--- src/rtl/mac_multiplex_pkg.sv ---
// Shared types and constant tables for the mac_multiplex job sequencer.
// The lookup tables turn a precision mode into the MAC configuration words.
package mac_multiplex_pkg;

  typedef enum logic [1:0] {
    FULL    = 2'd0,
    HALF    = 2'd1,
    QUARTER = 2'd2
  } mode_t;

  typedef enum logic [2:0] {
    IDLE  = 3'd0,
    CLEAR = 3'd1,
    RUN   = 3'd2,
    DRAIN = 3'd3,
    DONE  = 3'd4
  } state_t;

  localparam int SC_WIDTH = 7;

  // Indexed by mode; slot 3 is never addressed after sanitising but is
  // filled with the FULL encoding so the table covers every index value.
  localparam logic [1:0] AW_LUT [4] = '{2'b00, 2'b01, 2'b11, 2'b00};
  localparam logic [SC_WIDTH-1:0] SC_LUT [4] = '{7'b0101000, 7'b0100110,
                                                  7'b0000101, 7'b0101000};

  // The reserved mode code runs as a full-width job.
  function automatic mode_t mode_sanitize(input logic [1:0] raw);
    case (raw)
      2'd1:    return HALF;
      2'd2:    return QUARTER;
      default: return FULL;
    endcase
  endfunction

endpackage

--- src/rtl/mac_multiplex_ctrl.sv ---
// Job sequencer for mac_multiplex: clears the accumulator, streams cfg_len
// operand beats, waits out the two-stage MAC pipeline and holds the result
// until the consumer takes it.
module mac_multiplex_ctrl
  import mac_multiplex_pkg::*;
#(
  parameter int W_WIDTH = 8,
  parameter int A_WIDTH = 8,
  parameter int PLUS_WIDTH = 4,
  parameter int CONFIG_AW_WIDTH = 2,
  parameter int LEN_WIDTH = 16,
  localparam int Z_WIDTH = W_WIDTH + A_WIDTH + 4 * PLUS_WIDTH
) (
  input  logic                       clk,
  input  logic                       rst,
  input  logic                       start,
  input  logic [1:0]                 cfg_mode,
  input  logic [LEN_WIDTH-1:0]       cfg_len,
  output logic                       busy,
  input  logic                       in_valid,
  output logic                       in_ready,
  input  logic [W_WIDTH-1:0]         in_w,
  input  logic [A_WIDTH-1:0]         in_a,
  output logic [W_WIDTH-1:0]         mac_w,
  output logic [A_WIDTH-1:0]         mac_a,
  output logic                       mac_accu_rst,
  output logic [CONFIG_AW_WIDTH-1:0] mac_config_aw,
  output logic [SC_WIDTH-1:0]        mac_config_sc,
  input  logic [Z_WIDTH-1:0]         mac_z,
  output logic                       res_valid,
  input  logic                       res_ready,
  output logic [Z_WIDTH-1:0]         res_z,
  output logic [1:0]                 res_mode
);

  if (CONFIG_AW_WIDTH != 2) begin : g_cfg_check
    $error("mac_multiplex_ctrl: CONFIG_AW_WIDTH must be 2");
  end

  state_t                     state;
  state_t                     state_next;
  mode_t                      mode_q;
  mode_t                      mode_in;
  logic [LEN_WIDTH-1:0]       cnt;
  logic [CONFIG_AW_WIDTH-1:0] aw_q;
  logic [SC_WIDTH-1:0]        sc_q;
  logic                       accu_rst_q;
  logic                       drain_second;
  logic                       fire;

  assign mode_in = mode_sanitize(cfg_mode);

  // State register.
  always_ff @(posedge clk) begin
    if (rst) begin
      state <= IDLE;
    end else begin
      state <= state_next;
    end
  end

  // Next-state decode plus the Moore/handshake outputs of each state.
  always_comb begin
    state_next = state;
    in_ready   = 1'b0;
    busy       = 1'b1;
    res_valid  = 1'b0;
    fire       = 1'b0;
    mac_w      = '0;
    mac_a      = '0;
    case (state)
      IDLE: begin
        busy = 1'b0;
        if (start) begin
          state_next = CLEAR;
        end
      end
      CLEAR: begin
        state_next = (cnt != '0) ? RUN : DRAIN;
      end
      RUN: begin
        in_ready = 1'b1;
        fire     = in_valid;
        if (in_valid) begin
          mac_w = in_w;
          mac_a = in_a;
        end
        if (cnt == '0 || (in_valid && cnt == LEN_WIDTH'(1))) begin
          state_next = DRAIN;
        end
      end
      DRAIN: begin
        if (drain_second) begin
          state_next = DONE;
        end
      end
      DONE: begin
        res_valid = 1'b1;
        if (res_ready) begin
          state_next = IDLE;
        end
      end
      default: begin
        state_next = IDLE;
      end
    endcase
  end

  // Job context, beat counter, drain phase and the captured result.
  always_ff @(posedge clk) begin
    if (rst) begin
      mode_q       <= FULL;
      cnt          <= '0;
      aw_q         <= AW_LUT[FULL];
      sc_q         <= SC_LUT[FULL];
      accu_rst_q   <= 1'b0;
      drain_second <= 1'b0;
      res_z        <= '0;
      res_mode     <= 2'd0;
    end else begin
      accu_rst_q   <= (state_next == CLEAR);
      drain_second <= (state == DRAIN) && !drain_second;
      if (state == IDLE && start) begin
        mode_q <= mode_in;
        cnt    <= cfg_len;
        aw_q   <= AW_LUT[mode_in];
        sc_q   <= SC_LUT[mode_in];
      end else if (fire && cnt != '0) begin
        cnt <= cnt - LEN_WIDTH'(1);
      end
      if (state == DRAIN && drain_second) begin
        res_z    <= mac_z;
        res_mode <= mode_q;
      end
    end
  end

  assign mac_accu_rst  = accu_rst_q;
  assign mac_config_aw = aw_q;
  assign mac_config_sc = sc_q;

endmodule

--- config.mk ---
export PLATFORM = sky130hd
export DESIGN_NAME = mac_multiplex_ctrl
export DESIGN_NICKNAME = d
export VERILOG_FILES = /design/src/rtl/mac_multiplex_pkg.sv /design/src/rtl/mac_multiplex_ctrl.sv
export SDC_FILE = /design/constraint.sdc
export NUM_CORES = 1
export LEC_CHECK = 0
export CAP_MARGIN = 20
export CORE_MARGIN = 5
export CORE_UTILIZATION = 40
export DETAILED_ROUTE_END_ITERATION = 8
export PLACE_DENSITY = 0.79
export SYNTH_ARGS = -nofsm -noshare
export SYNTH_HDL_FRONTEND = slang
export SYNTH_SLANG_ARGS = --single-unit
--- constraint.sdc ---
create_clock -name clk -period 2.7 [get_ports clk]
set_input_delay 0.405 -clock clk [delete_from_list [all_inputs] [get_ports clk]]
set_output_delay 0.405 -clock clk [all_outputs]
set_load 0.02 [all_outputs]
# Yosys cells after proc, flatten, opt, wreduce, memory -nomap -nowiden
# Index checks and enable logic that the tools add are counted.
word_totals:
  reg_bits: 66
  inputBits: 71
  out_inout_bits: 63
  wordCells: 54
op_classes:
  add_sub_neg: 1
  magnitude_cmp: 1
  n_eq_ne: 8
  mux: 23
  n_bitwise: 1
  n_reduce_logical: 11
ops:
  columns: ["cell", "n"]
  rows:
  - ["$mux 16", 2]
  - ["$mux 8", 4]
  - ["$eq 16x1->1 const B", 1]
  - ["$logic_not 16->1", 1]
  - ["$reduce_bool 16->1", 1]
  - ["$sub 16x1->16 const B", 1]
  - ["$pmux 3 s5", 1]
  - ["$bmux 7 s2", 1]
  - ["$mux 7", 2]
  - ["$mux 3", 4]
  - ["$eq 3x1->1 const B", 2]
  - ["$eq 3x2->1 const B", 2]
  - ["$logic_and 1x1->1", 5]
  - ["$mux 1", 5]
  - ["$bmux 2 s2", 1]
  - ["$mux 2", 2]
  - ["$pmux 2 s2", 1]
  - ["$eq 3x3->1 const B", 1]
  - ["$ge 3x3->1 const B", 1]
  - ["$logic_not 3->1", 1]
  - ["$not 2->3", 1]
  - ["$eq 2x1->1 const B", 1]
  - ["$eq 2x2->1 const B", 1]
  - ["$reduce_bool 2->1", 1]
  - ["2 further kinds", 2]

# Longest topological paths before layout
# Gate-level depths: netlist of the first run.
logic_depth:
  word_depth: 6
  ltp_mapped: 7
  ltp_nobuf: 6

# Worst setup path after synthesis of the first run
# No wires, ideal clock.
synth_path:
  path_type: "register -> register"
  start: "register cnt[0]"
  end: "register cnt[10]"
  setup_time_ps: 88
  arrival_time_ps: 2067
  required_ps: 2612
  path_slack_ps: 545
  stages_incl_launch_ff: 8
  path_buffers: 1
  synth_period_minus_slack_ps: 2155
  cell_sequence: "dfxtp_1 inv_1 ha_1 or3b_1 or2_2 clkbuf_1 or4_1 a311oi_2"
synth_between:
  elab_chain_cells: 3
  elab_cells_between_ends: 6
  cone_classes: "1 x add/sub; 2 x mux; 3 x reduce/logical"
synth_rtl:
  columns: ["item", "line", "text"]
  rows:
  - ["from (decl)", "mac_multiplex_ctrl.sv:44", "logic [LEN_WIDTH-1:0] cnt;"]
  - ["from (signal assigned)", "mac_multiplex_ctrl.sv:125", "cnt <= cfg_len;"]
  - ["from (signal assigned)", "mac_multiplex_ctrl.sv:129", "cnt <= cnt - LEN_WIDTH'(1);"]
  - ["$sub 16x1->16 / $reduce_bool 16->1 (equally long branches)", "mac_multiplex_ctrl.sv:129, mac_multiplex_ctrl.sv:128", null]
  - ["$mux 16 / $logic_and 1x1->1 (equally long branches)", "mac_multiplex_ctrl.sv:128", "end else if (fire && cnt != '0) begin"]
  - ["$mux 16 / $reduce_bool 2->1 (equally long branches)", null, null]
# Parallel ways exist; a longest one is shown, timed or not. The select of a mux whose other input is x is not followed.
# A chain may end at the register's enable or synchronous reset.

# Worst setup path after layout of the first run
layout_path:
  start: "input in_valid"
  end: "output mac_w[3]"
layout_between:
  elab_chain_cells: 2
layout_rtl:
  columns: ["item", "line", "text"]
  rows:
  - ["from (decl)", "mac_multiplex_ctrl.sv:20", "input logic in_valid,"]
  - ["$mux 8", "mac_multiplex_ctrl.sv:84", "if (in_valid) begin"]
  - ["$mux 8", "mac_multiplex_ctrl.sv:71", "case (state)"]
  - ["to (decl)", "mac_multiplex_ctrl.sv:24", "output logic [W_WIDTH-1:0] mac_w,"]
# No other way between the ends.

==> impl_metrics.json, run 1 <==
{
  "clk_pin_slew_worst_paths_ns": 0.06,
  "fin_crit_ns": 2.590,
  "p_per_area_mw_per_mm2": 502.3,
  "hp-class": "reg2reg",
  "synth_area_leaders": "dfxtp_1, nand2_1, a21oi_1, and2_1, clkbuf_1",
  "grt-ovfl-total": 0,
  "max_freq_mhz": 386.2,
  "antenna_cells": 0,
  "combinationalPowerShare_pct": 18.8,
  "rsz0062_at_grt": "false",
  "dieArea_mm2": 0.008585,
  "p_sw_uw": 559.8,
  "drive_above_1_share_pct": 8.686,
  "seq_area_frac_synth_pct": 43.96,
  "drt_wl_total_um": 8162,
  "fin_util_pct": 64.25,
  "vias": 2862,
  "place_ws_ns": 0.1137,
  "ctsHtreeMaxLevel": 3,
  "seqPwrFrac_pct": 44.4,
  "cpMostUsedCell": "clkdlybuf4s50_1",
  "grt_first_pass_wirelength_um": 13060,
  "io-pin-count": 134,
  "path_cells": "clkdlybuf4s50_1 > nor4bb_2 > buf_4 > and2_1 > clkdlybuf4s50_1",
  "die-height_um": 92.66,
  "final_hold_viol_count": 0,
  "wire_per_inst_um": 14.79,
  "slew_headroom_pct": 41.98,
  "crit_path_end_kind": "output port",
  "core_mm2": 0.006719,
  "gp_congestion": 0.8095,
  "netlist.area_leader.share_pct": 43.96,
  "antenna_found_initial": 0,
  "drv_cap": 0,
  "dp_hpwl_um": 5975,
  "cts.path.max_buffers": 2,
  "ir_drop_mv": 0.2717,
  "syn_inst": 343,
  "timing.final.crit_share_pct": 95.91,
  "numCtsBuffers": 9,
  "setup_violations": 0,
  "p_sw_share_pct": 25.82,
  "ys_ff_latch": 60,
  "finClkSkew_ns": 0.01028,
  "synth_edf_count": 0,
  "rows": 30,
  "cp_max_fo": 16,
  "ctsHoldBuffers": 0,
  "cts_tree": "done",
  "slowest_delay_ns": 0.61,
  "fin_ws_ns": 0.1105,
  "cp_slowest_cell": "clkdlybuf4s50_1",
  "internal_power_mw": 1.608,
  "ys_top_cells_by_count": "nand2_1, dfxtp_1, a21oi_1",
  "status": "finished clean",
  "clkPwrFrac_pct": 36.8,
  "ys.flop_type": "dfxtp_1",
  "start_util_pct": 40.67,
  "io_buffers": 131,
  "async_flop_share_pct": 0,
  "path_class": "in2out",
  "drc": 0,
  "yosys.area.top_type": "dfxtp_1",
  "tns_ns": 0,
  "cts_num_sinks": 60,
  "area_growth_pct": 57.97,
  "tightest_slew_ns": 0.8704,
  "syn_area_per_cell_um2": 7.967,
  "grtUsageTotal_pct": 18.87,
  "p_leak_nw": 1.518,
  "drtIter0Drc": 134,
  "fp.dieW_um": 92.66,
  "arrival_ns": 2.18,
  "via_per_inst": 5.185,
  "first_global_vias": 2872,
  "synthMostInstantiatedCell": "nand2_1",
  "synthesis.area_mm2": 0.002733,
  "post_cts_buffers": 0,
  "cts_resized": 0,
  "clock_latency_ns": 0.34,
  "synthDistinctLibCells": 45,
  "nets": 545,
  "start_kind": "input pin",
  "ant_nets": 0,
  "grt_max_degree": 47,
  "yosysWarningCount": 0,
  "worstPathRequired_ns": 2.30,
  "clockRootBuffer": "clkbuf_8",
  "finalMaxSlewViolations": 0,
  "firstDrtPassIters": 4
}
## state kept, by name, summed over array words and instances, names as in the netlist
signal         flops
cnt               16
res_mode           2
res_z             32
drain_second       1
mac_accu_rst       1
mac_config_aw      1
state              3
mac_config_sc      4
## layout make-up
| type | instances | area [um^2] |
|---|---|---|
| fill | 575 | 2402 |
| sequential | 60 | 1201 |
| clock inverter | 2 | 35.03 |
| tap | 80 | 100.1 |
| multi-input combinational | 249 | 1399 |
| timing repair buffer | 145 | 1411 |
| inverter | 4 | 15.01 |
| clock buffer | 12 | 155.1 |
## critical path: cells and delay by family
| family | cells | cell delay, ns |
|---|---|---|
| buf+inv | 3 | 1.31 |
| simple gates | 2 | 0.47 |
## final timing paths
| check | start | end | slack (ns) | cells past startpoint |
|---|---|---|---|---|
| min reg2reg | res_z[24] | res_z[24] | 0.45 | 2 |
| min | res_z[24] | res_z[24] | 0.45 | 2 |
| max reg2reg | cnt[1] | cnt[10] | 0.44 | 6 |
| max | in_valid | mac_w[3] | 0.11 | 5 |
## cell usage in the layout (no fill, tap or decap), types with 7 or more instances in the layout
cell type	count
dfxtp_1	60
nor4_1	8
buf_4	14
clkbuf_8	11
a311oi_1	9
and2_1	18
nor2_1	18
nand2_1	83
clkdlybuf4s50_1	130
a21oi_1	38
or4_1	7
## per-layer routing
metal / part of all wire [%] / global-route usage [%] / up-vias
li1: - / - / 1442
met1: 43 / 22.07 / 1301
met2: 47 / 31.66 / 105
met3: 7.3 / 5.443 / 14
met4: 2.4 / 9.035 / 0
met5: 0 / 0 / -
## per-stage QoR
step           cell area [um^2]  total power, mW  hold slack [ns]  cells
2_1_floorplan              2736            1.182           0.4223    344
3_3_place_gp               4126            1.377           0.4352    538
3_5_place_dp               4126            1.386           0.4447    538
4_1_cts                    4317            2.180           0.4538    552
5_1_grt                    4317            2.255           0.4767    552
6_report                   4317            2.168           0.4525    552
## cells by family (layout without fill, tap and decap cells)
group           after synthesis  count (layout)  synth area share (%)
compound gates               73              73                 16.99
xor+xnor                      1               1                0.3206
fa+ha+maj                     5               5                 2.289
buf+inv                      35             163                 5.540
flops                        60              60                 43.96
other cells                   1               2                0.1372
simple gates                168             168                 30.77
## power groups by stage
stage                     sequential, mW  clock, mW  combinational (mW)
after floorplan                    0.976          0               0.206
after global placement             0.978          0               0.399
after detailed placement           0.980          0               0.406
after CTS                          0.961      0.810               0.409
after global routing               0.969      0.842               0.445
final                              0.962      0.799               0.408
Note: power is estimated with default switching activity, not from simulation.
==> run 2, diff against run 1 <==
- CORE_UTILIZATION: 40 -> 44
- PLACE_DENSITY: 0.79 -> 0.86
- SLEW_MARGIN: not set -> 20
- clock period: 2.7 -> 3 ns (I/O delays scaled with it)
==> impl_metrics.json, run 2 (synthesized netlist as in run 1, its figures left out) <==
{
  "first_global_vias": 2715,
  "max_freq_mhz": 374.8,
  "cts_resized": 0,
  "final_cell_mix": "clkdlybuf4s50_1, nand2_1, dfxtp_1, a21oi_1",
  "timing.final.crit_share_pct": 88.95,
  "ir_drop_mv": 0.2725,
  "dp_hpwl_um": 5864,
  "postLayoutCellArea_mm2": 0.004263,
  "drt_wl_total_um": 8024,
  "largest_reg_flops": 32,
  "slew_headroom_pct": 49.28,
  "wire_per_inst_um": 14.78,
  "io-pin-count": 134,
  "drive_above_1_share_pct": 8.120,
  "final_hold_viol_count": 0,
  "drtIter0Drc": 175,
  "cts_tree": "done",
  "mostFrequentLayoutCell": "clkdlybuf4s50_1",
  "dpl-instance-area_mm2": 0.004075,
  "nets": 539,
  "seqPwrFrac_pct": 45.9,
  "p_sw_uw": 529.1,
  "antenna_cells": 0,
  "worstPathRequired_ns": 2.55,
  "tns_ns": 0,
  "grtUsageTotal_pct": 20.28,
  "fin_crit_ns": 2.668,
  "antenna_found_initial": 0,
  "post_cts_buffers": 0,
  "rows": 28,
  "gp_congestion": 0.8957,
  "top_register": "res_z",
  "clkPwrFrac_pct": 35.5,
  "tightest_slew_ns": 0.7608,
  "drc": 0,
  "grt_first_pass_wirelength_um": 12520,
  "start_kind": "input pin",
  "fill_cells": 480,
  "fp.dieW_um": 88.81,
  "arrival_ns": 2.22,
  "start_util_pct": 45.61,
  "grt-ovfl-total": 0,
  "grt_max_degree": 41,
  "setup_violations": 0,
  "drv_cap": 0,
  "finClkSkew_ns": 0.009945,
  "clockRootBuffer": "clkbuf_8",
  "hp-class": "reg2reg",
  "via_per_inst": 5.317,
  "p_leak_nw": 1.478,
  "finalMaxSlewViolations": 0,
  "rsz0062_at_grt": "false",
  "vias": 2887,
  "ant_nets": 0,
  "p_sw_share_pct": 27.98,
  "clock_latency_ns": 0.33,
  "crit_path_end_kind": "output port",
  "firstDrtPassIters": 4,
  "numCtsBuffers": 9,
  "io_buffers": 131,
  "register_area_mm2": 0.001201,
  "internal_power_mw": 1.362,
  "ctsHtreeMaxLevel": 3,
  "p_per_area_mw_per_mm2": 443.6,
  "die-height_um": 88.81,
  "area_growth_pct": 56.00,
  "cts.path.max_buffers": 2,
  "cp_max_fo": 16,
  "path_class": "in2out",
  "status": "finished clean",
  "multi_input_area_mm2": 0.001399,
  "ctsHoldBuffers": 0,
  "cts_num_sinks": 60,
  "dieArea_mm2": 0.007886,
  "clk_pin_slew_worst_paths_ns": 0.07,
  "combinationalPowerShare_pct": 18.6,
  "core_mm2": 0.005991
}
[run 2: cell types whose count changed in the layout (fill, tap and decap cells not counted), sizes merged]
cell / before / now
buf: 15 / 9
clkinvlp: 0 / 3
bufinv: 1 / 0
clkbuf: 12 / 11
clkinv: 1 / 2
[run 2: path summary, 6_finish.rpt]
check / from / end / cells past startpoint / slack (ns)
max: in_valid / mac_w[3] / 5 / 0.33
min: mac_config_sc[3] / mac_config_sc[3] / 2 / 0.44
min reg2reg: mac_config_sc[3] / mac_config_sc[3] / 2 / 0.44
max reg2reg: cnt[12] / mac_accu_rst / 5 / 0.69
[run 2: metal layers]
metal | up-vias | GRT usage, % | part of all wire [%]
met3 | 14 | 5.307 | 8.3
li1 | 1436 | - | -
met5 | - | 0 | 0
met1 | 1323 | 24.50 | 40
met4 | 0 | 9.203 | 2.2
met2 | 114 | 33.67 | 50
[run 2: through the flow]
stage	total power [mW]	setup WS, ns	std cells	hold slack [ns]	util (%)
after global placement	1.227	0.3685	527	0.4313	68.02
after CTS	1.903	0.3079	543	0.4444	71.16
after detailed placement	1.236	0.3127	527	0.4351	68.02
final	1.891	0.3316	543	0.4446	71.16
after global routing	1.975	0.2120	543	0.4728	71.16
after floorplan	1.064	0.8447	344	0.4223	-
[run 2: layout make-up]
cell class,count,area share [%]
multi-input cells,249,32.81
repair buffers,139,32.05
flip-flops and latches,60,28.18
clock buffers,11,3.552
well taps,75,2.201
clock inverters,5,0.8512
inverters,4,0.3522
[run 2: critical path, cell delays in order]
cell and delay [ns]:
clkdlybuf4s50_1 0.47, nor4bb_2 0.33, buf_4 0.23, and2_1 0.14
clkdlybuf4s50_1 0.60
[run 2: power by group through the flow]
stage	logic, mW	clock network (mW)	registers [mW]
after global routing	0.387	0.714	0.874
after global placement	0.345	0	0.882
after detailed placement	0.351	0	0.885
final	0.352	0.670	0.868
after CTS	0.353	0.682	0.867
after floorplan	0.185	0	0.879
